===== src/rtl/fetch_pkg.sv =====
// Shared types and constants for the instruction fetch stage.
package fetch_pkg;

    localparam int unsigned INSTR_W          = 32;
    localparam int unsigned IMM_W            = 16;
    localparam logic [31:0] PC_INC           = 32'd4;
    localparam logic [31:0] DEFAULT_RESET_PC = 32'h0040_0000;

    typedef enum logic {
        FETCH,
        DRAIN
    } fetch_state_t;

    typedef struct packed {
        logic [INSTR_W-1:0] instr;
        logic [INSTR_W-1:0] pc4;
    } fetch_entry_t;

    function automatic logic [31:0] align_word(input logic [31:0] addr);
        return addr & ~32'd3;
    endfunction

endpackage


===== src/rtl/fetch_if.sv =====
// Fetch-stage bus: imem request/response, redirect input and decode handshake.
interface fetch_if;
    import fetch_pkg::*;

    logic               imem_req_valid;
    logic               imem_req_ready;
    logic [INSTR_W-1:0] imem_req_addr;
    logic               imem_rsp_valid;
    logic [INSTR_W-1:0] imem_rsp_data;
    logic               redirect_valid;
    logic [INSTR_W-1:0] redirect_pc;
    logic               id_valid;
    logic               id_ready;
    logic [INSTR_W-1:0] id_instr;
    logic [INSTR_W-1:0] id_pc4;
    logic [IMM_W-1:0]   id_imm16;

    modport master (
        output imem_req_valid, imem_req_addr, id_valid, id_instr, id_pc4, id_imm16,
        input  imem_req_ready, imem_rsp_valid, imem_rsp_data, redirect_valid, redirect_pc,
               id_ready
    );

    modport slave (
        input  imem_req_valid, imem_req_addr, id_valid, id_instr, id_pc4, id_imm16,
        output imem_req_ready, imem_rsp_valid, imem_rsp_data, redirect_valid, redirect_pc,
               id_ready
    );

endinterface


===== src/rtl/fetch_fifo.sv =====
// Circular instruction buffer of {instr, pc4}; flush wins over push, head is read from storage.
module fetch_fifo
    import fetch_pkg::*;
#(
    parameter  int unsigned DEPTH = 2,
    localparam int unsigned CNT_W = $clog2(DEPTH + 1)
) (
    input  logic             clk,
    input  logic             rst_n,
    input  logic             flush,
    input  logic             push,
    input  fetch_entry_t     push_data,
    input  logic             pop,
    output fetch_entry_t     head,
    output logic             valid,
    output logic [CNT_W-1:0] count
);
    localparam int unsigned PTR_W = (DEPTH > 1) ? $clog2(DEPTH) : 1;

    fetch_entry_t       mem [DEPTH];
    logic [PTR_W-1:0]   rd_ptr;
    logic [PTR_W-1:0]   wr_ptr;
    logic               do_pop;

    function automatic logic [PTR_W-1:0] ptr_inc(input logic [PTR_W-1:0] ptr);
        return (ptr == PTR_W'(DEPTH - 1)) ? '0 : ptr + 1'b1;
    endfunction

    assign valid  = (count != '0);
    assign do_pop = pop && valid;
    assign head   = mem[rd_ptr];

    always_ff @(posedge clk or negedge rst_n) begin
        if (!rst_n) begin
            rd_ptr <= '0;
            wr_ptr <= '0;
            count  <= '0;
            for (int unsigned i = 0; i < DEPTH; i++) begin
                mem[i] <= '0;
            end
        end else if (flush) begin
            rd_ptr <= '0;
            wr_ptr <= '0;
            count  <= '0;
        end else begin
            if (push) begin
                mem[wr_ptr] <= push_data;
                wr_ptr      <= ptr_inc(wr_ptr);
            end
            if (do_pop) begin
                rd_ptr <= ptr_inc(rd_ptr);
            end
            count <= count + CNT_W'(push) - CNT_W'(do_pop);
        end
    end

endmodule


===== src/rtl/fetch_unit.sv =====
// Instruction fetch stage: owns the PC, credit-limits imem requests, drains stale responses on redirect.
// Defining FETCH_STATS_EN adds the stat_fetched / stat_dropped counters.
module fetch_unit
    import fetch_pkg::*;
#(
    parameter logic [31:0] RESET_PC   = DEFAULT_RESET_PC,
    parameter int unsigned FIFO_DEPTH = 2
) (
    input  logic        clk,
    input  logic        rst_n,
    fetch_if.master     bus
`ifdef FETCH_STATS_EN
    ,
    output logic [31:0] stat_fetched,
    output logic [31:0] stat_dropped
`endif
);
    localparam int unsigned CNT_W = $clog2(FIFO_DEPTH + 1);

    fetch_state_t       state;
    fetch_state_t       state_next;
    logic [INSTR_W-1:0] pc;
    logic [INSTR_W-1:0] pc_next;
    logic [INSTR_W-1:0] rsp_pc;
    logic [INSTR_W-1:0] rsp_pc_next;
    logic [CNT_W-1:0]   outstanding;
    logic [CNT_W-1:0]   outstanding_next;
    logic [CNT_W-1:0]   drop_cnt;
    logic [CNT_W-1:0]   drop_cnt_next;
    logic [CNT_W-1:0]   fifo_count;
    logic               fifo_valid;
    logic               req_fire;
    logic               drop;
    logic               push;
    logic               pop;
    fetch_entry_t       push_entry;
    fetch_entry_t       head;

    assign bus.imem_req_valid = rst_n && (state == FETCH) && !bus.redirect_valid
                             && ((32'(outstanding) + 32'(fifo_count)) < FIFO_DEPTH);
    assign bus.imem_req_addr  = pc;

    assign req_fire = bus.imem_req_valid && bus.imem_req_ready;
    assign drop     = bus.imem_rsp_valid && (bus.redirect_valid || drop_cnt != '0);
    assign push     = bus.imem_rsp_valid && !drop;
    assign pop      = fifo_valid && bus.id_ready;

    // Surviving responses always belong to requests issued since the last redirect, so
    // their addresses are sequential from the redirect target; rsp_pc tracks that in place
    // of a per-request tag queue.
    assign push_entry.instr = bus.imem_rsp_data;
    assign push_entry.pc4   = rsp_pc + PC_INC;

    always_comb begin
        pc_next          = pc;
        rsp_pc_next      = rsp_pc;
        outstanding_next = outstanding + CNT_W'(req_fire) - CNT_W'(bus.imem_rsp_valid);
        drop_cnt_next    = drop_cnt;

        if (bus.redirect_valid) begin
            pc_next     = align_word(bus.redirect_pc);
            rsp_pc_next = align_word(bus.redirect_pc);
        end else begin
            if (req_fire) pc_next = pc + PC_INC;
            if (push)     rsp_pc_next = rsp_pc + PC_INC;
        end

        if (bus.redirect_valid && state == FETCH) begin
            drop_cnt_next = outstanding - CNT_W'(bus.imem_rsp_valid);
        end else if (drop) begin
            drop_cnt_next = drop_cnt - CNT_W'(1);
        end

        state_next = (drop_cnt_next != '0) ? DRAIN : FETCH;
    end

    always_ff @(posedge clk or negedge rst_n) begin
        if (!rst_n) begin
            state       <= FETCH;
            pc          <= RESET_PC;
            rsp_pc      <= RESET_PC;
            outstanding <= '0;
            drop_cnt    <= '0;
        end else begin
            state       <= state_next;
            pc          <= pc_next;
            rsp_pc      <= rsp_pc_next;
            outstanding <= outstanding_next;
            drop_cnt    <= drop_cnt_next;
        end
    end

    fetch_fifo #(
        .DEPTH(FIFO_DEPTH)
    ) u_fifo (
        .clk       (clk),
        .rst_n     (rst_n),
        .flush     (bus.redirect_valid),
        .push      (push),
        .push_data (push_entry),
        .pop       (pop),
        .head      (head),
        .valid     (fifo_valid),
        .count     (fifo_count)
    );

    assign bus.id_valid = fifo_valid;
    assign bus.id_instr = head.instr;
    assign bus.id_pc4   = head.pc4;
    assign bus.id_imm16 = head.instr[IMM_W-1:0];

`ifdef FETCH_STATS_EN
    always_ff @(posedge clk or negedge rst_n) begin
        if (!rst_n) begin
            stat_fetched <= '0;
            stat_dropped <= '0;
        end else begin
            if (push) stat_fetched <= stat_fetched + 32'd1;
            if (drop) stat_dropped <= stat_dropped + 32'd1;
        end
    end
`endif

endmodule


===== src/flat_wrapper.sv =====
// flat-port wrapper written by rule: the top's interface ports become plain ports
module fetch_unit_flat import fetch_pkg::*;
#(
    parameter logic [31:0] RESET_PC   = DEFAULT_RESET_PC,
    parameter int unsigned FIFO_DEPTH = 2
)
  (clk, rst_n, bus_imem_req_valid, bus_imem_req_addr, bus_id_valid, bus_id_instr, bus_id_pc4, bus_id_imm16, bus_imem_req_ready, bus_imem_rsp_valid, bus_imem_rsp_data, bus_redirect_valid, bus_redirect_pc, bus_id_ready);
  fetch_if bus_i ();
  input  logic clk;
  input  logic rst_n;
  output wire logic [$bits(bus_i.imem_req_valid)-1:0] bus_imem_req_valid;
  output wire logic [$bits(bus_i.imem_req_addr)-1:0] bus_imem_req_addr;
  output wire logic [$bits(bus_i.id_valid)-1:0] bus_id_valid;
  output wire logic [$bits(bus_i.id_instr)-1:0] bus_id_instr;
  output wire logic [$bits(bus_i.id_pc4)-1:0] bus_id_pc4;
  output wire logic [$bits(bus_i.id_imm16)-1:0] bus_id_imm16;
  input wire logic [$bits(bus_i.imem_req_ready)-1:0] bus_imem_req_ready;
  input wire logic [$bits(bus_i.imem_rsp_valid)-1:0] bus_imem_rsp_valid;
  input wire logic [$bits(bus_i.imem_rsp_data)-1:0] bus_imem_rsp_data;
  input wire logic [$bits(bus_i.redirect_valid)-1:0] bus_redirect_valid;
  input wire logic [$bits(bus_i.redirect_pc)-1:0] bus_redirect_pc;
  input wire logic [$bits(bus_i.id_ready)-1:0] bus_id_ready;
  assign bus_imem_req_valid = bus_i.imem_req_valid;
  assign bus_imem_req_addr = bus_i.imem_req_addr;
  assign bus_id_valid = bus_i.id_valid;
  assign bus_id_instr = bus_i.id_instr;
  assign bus_id_pc4 = bus_i.id_pc4;
  assign bus_id_imm16 = bus_i.id_imm16;
  assign bus_i.imem_req_ready = bus_imem_req_ready;
  assign bus_i.imem_rsp_valid = bus_imem_rsp_valid;
  assign bus_i.imem_rsp_data = bus_imem_rsp_data;
  assign bus_i.redirect_valid = bus_redirect_valid;
  assign bus_i.redirect_pc = bus_redirect_pc;
  assign bus_i.id_ready = bus_id_ready;
  fetch_unit #(.RESET_PC(RESET_PC), .FIFO_DEPTH(FIFO_DEPTH)) u_core (.clk(clk), .rst_n(rst_n), .bus(bus_i));
endmodule

===== config.mk =====
export PLATFORM = sky130hd
export DESIGN_NAME = fetch_unit_flat
export DESIGN_NICKNAME = d
export VERILOG_FILES = /design/src/rtl/fetch_pkg.sv /design/src/rtl/fetch_if.sv /design/src/rtl/fetch_fifo.sv /design/src/rtl/fetch_unit.sv /design/src/flat_wrapper.sv
export SDC_FILE = /design/constraint.sdc
export NUM_CORES = 1
export LEC_CHECK = 0
export CORE_ASPECT_RATIO = 1.75
export CORE_MARGIN = 1.5
export CORE_UTILIZATION = 53
export CTS_CLUSTER_SIZE = 20
export DETAILED_ROUTE_END_ITERATION = 10
export PLACE_DENSITY_LB_ADDON = 0.05
export SETUP_SLACK_MARGIN = 0.2
export SYNTH_ARGS = -nofsm -noshare
export SYNTH_HDL_FRONTEND = slang
export SYNTH_SLANG_ARGS = --single-unit

===== constraint.sdc =====
create_clock -name clk -period 2.73 [get_ports clk]
set_input_delay 0.273 -clock clk [delete_from_list [all_inputs] [get_ports clk]]
set_output_delay 0.273 -clock clk [all_outputs]
set_load 0.01 [all_outputs]

==> impl_metrics.toml <==
[critical_path]
critPathCapture = "bus_imem_req_valid"
worst-r2r-cell-count = 7
endpoint_kind = "output pin"
worstReg2RegEnd = "u_core.bus.imem_req_addr[17]$_DFFE_PN0P_"
startpoint_type = "flop"
rr_startpoint = "u_core.outstanding[0]$_DFF_PN0_"
rrSetupSlack_ns = 0.28
crit_fanout = 2
startpoint = "u_core.outstanding[0]$_DFF_PN0_"
path_class = "flop to output pin"
crit_arrival_ns = 2.28
crit_required_ns = 2.46

[logic_synthesis]
synth_top_area_share_pct = 49.3
syn_area_sq_mm = 0.00970
ys.flop_type = "dfrtp_1"
syn_inst = 915
ys_ff_latch = 193
synth-seq-area-share_pct = 49.8
synth.area.top_cells = "dfrtp_1, mux2_2, xor2_1"
yosysWarnings = 0
synthArstFlopShare_pct = 100
synth_cell_types = 48
synth_common_cells = "dfrtp_1, mux2_2, nand2_1, o21ai_0, nor2_1"
yosysMostFrequentCell = "dfrtp_1"
synth-edff-count = 0
synth_top_area_cell = "dfrtp_1"
syn_avg_cell_area_sq_um = 10.6

[timing]
slew_headroom_pct = 37.1
period_needed_ns = 2.55
holdWs_ns = 0.0103
setup_ws_ns = 0.176
setup_viol = 0
hold_viol = 0
drv_slew = 0
worst_slew_pin_slew_ns = 0.944
skew_ns = 0.00821
tns_ns = 0
rsz0062_at_grt = "yes"
fmax_mhz = 392
timing.final.crit_share_pct = 93.5

[route]
vias = 7214
via_per_inst = 5.45
drc = 0
post_drt_wl_per_cell_um = 16.2
routed_wl_um = 21400
drtAntennaViolNets = 0
drt_iter0_markers = 217
first_pass_iters = 5

[cts]
cts_made_buffers = 17
cts_buffer_depth = 2
clk_pin_slew_ns = 0.07
cts_tree = "done"
clk-insertion-delay-late_ns = 0.42
cts.sinks = 193
hold_buffers = 0
cts_root_buffer = "clkbuf_16"
ctsHtreeMaxLevel = 4

[pwr]
power_density_mw_per_mm2 = 964
irDropWorstVdd_v = 0.000574
p_leak_nw = 5.20

[place]
hpwl_um = 15200
placed_cells = 1289
post-place-ws_ns = 0.271
place_congestion = 0.859
portBuffers = 177

[grt]
grt_use_total_pct = 23.1
grt_max_degree = 78
grt.busiest_layer = "met2"
grt_pass1_wl_um = 35500
grt_use_met1_pct = 28.9
grt_use_met2_pct = 40.7
grt.met3_usage_pct = 3.05
antenna_found_initial = 0
grt_pass1_vias = 7249
gr-total-overflow = 0

[final_layout]
synthToLayoutAreaGrowth_pct = 27.5
final_cells = 1323
fin_util_pct = 68.8
n_antenna_cell = 0
layout.nets = 1154
drive_gt1_share_pct = 20.2

[floorplanning]
die_h_um = 182
fp.dieArea_sq_mm = 0.0192
ios = 184
fp.dieW_um = 105
core_sq_mm = 0.0180
row_count = 65
start_util_pct = 54.0

[flow_run]
maxCapViolCount = 0

[min_path]
hold_class = "primary input to asynchronous set/reset pin"

[status]
status = "finished clean"
==> metrics by stage <==
| step | power (mW) | instance area, sq um |
|---|---|---|
| floorplan | 7.23 | 9710 |
| global placement | 9.36 | 11700 |
| detailed placement | 9.46 | 11700 |
| CTS | 12.1 | 12400 |
| global route | 12.7 | 12400 |
| finish | 11.9 | 12400 |
==> metal layers <==
metal / share of wire (%) / vias to the layer above
li1: - / 3508
met1: 43 / 3508
met2: 52 / 179
met3: 3.0 / 19
met4: 1.7 / 0
met5: 0 / -
==> area by class of cell <==
type | count | area (sq um)
Clock buffer | 20 | 447
Fill cell | 1455 | 5600
Clock inverter | 12 | 158
Tap cell | 234 | 293
Timing Repair Buffer | 210 | 2090
Inverter | 16 | 60.1
Sequential cell | 193 | 4840
Multi-Input combinational cell | 638 | 4490
==> report_power, final <==
part / switching [mW] / leakage, nW / internal, mW / total, mW
sequential: 0.626 / 2.40 / 3.88 / 4.51
clock: 1.04 / 0.287 / 1.47 / 2.51
combinational: 1.95 / 2.51 / 2.96 / 4.91
==> kinds of logic (layout without fill, tap and decap cells) <==
kind of cell | after synthesis | in the layout | share of synthesized area (%)
AOI/OAI and AO/OA | 142 | 142 | 8.19
xor gates and xnor gates | 67 | 67 | 6.05
adders and majority gates | 8 | 8 | 1.11
buffers and inverters | 87 | 258 | 4.41
DFF | 193 | 193 | 49.8
muxes | 136 | 136 | 15.8
other | 1 | 4 | 0.0386
and+or+nand+nor | 281 | 281 | 14.6
==> cell usage in the layout (no fill, tap or decap), types with 5 or more instances in the layout <==
| master | instances |
|---|---|
| a21oi_1 | 34 |
| a31oi_1 | 12 |
| and2_1 | 8 |
| and3_1 | 8 |
| buf_12 | 6 |
| buf_4 | 27 |
| clkbuf_16 | 17 |
| clkdlybuf4s50_1 | 174 |
| dfrtp_1 | 190 |
| ha_1 | 7 |
| inv_1 | 15 |
| mux2_2 | 134 |
| nand2_1 | 94 |
| nand3_1 | 45 |
| nand4_1 | 28 |
| nor2_1 | 57 |
| nor3_1 | 7 |
| o211ai_1 | 11 |
| o21ai_0 | 72 |
| o311ai_0 | 5 |
| xnor2_1 | 23 |
| xor2_1 | 44 |
==> critical path, stage by stage (launching register included) <==
cell     delay [ns]
dfrtp_1        0.38
and2_4         0.16
fa_1           0.52
or4b_4         0.57
nor2_2         0.10
buf_2          0.13
==> repair_timing <==
item | CTS | global route
endpoints found under the hold margin | 0 | 0
setup buffers | 1 | 1
endpoints found under the setup margin | 1 | 45
pin swaps | 0 | 2
gates resized for setup | 5 | 4
==> registers in the layout, summed over array words and instances (netlist names) <==
register	count
u_core.u_fifo.mem	124
u_core.outstanding	2
u_core.rsp_pc	30
u_core.bus.imem_req_addr	30
u_core.u_fifo.rd_ptr	1
u_core.u_fifo.count	2
u_core.state	1
u_core.drop_cnt	2
u_core.u_fifo.wr_ptr	1
==> how the worst min path moves through the flow <==
stage / start / to / depth (start not counted)
finish: rst_n / u_core.u_fifo.rd_ptr$_DFFE_PN0P_ / 2
global route: rst_n / u_core.u_fifo.mem[55]$_DFFE_PN0P_ / 2
CTS: rst_n / u_core.u_fifo.mem[7]$_DFFE_PN0P_ / 2
detailed placement: u_core.u_fifo.mem[15]$_DFFE_PN0P_ / u_core.u_fifo.mem[15]$_DFFE_PN0P_ / 2
global placement: u_core.u_fifo.mem[28]$_DFFE_PN0P_ / u_core.u_fifo.mem[28]$_DFFE_PN0P_ / 2
floorplan: rst_n / u_core.bus.imem_req_addr[10]$_DFFE_PN0P_ / 0
(Power assumes the default switching activity.)
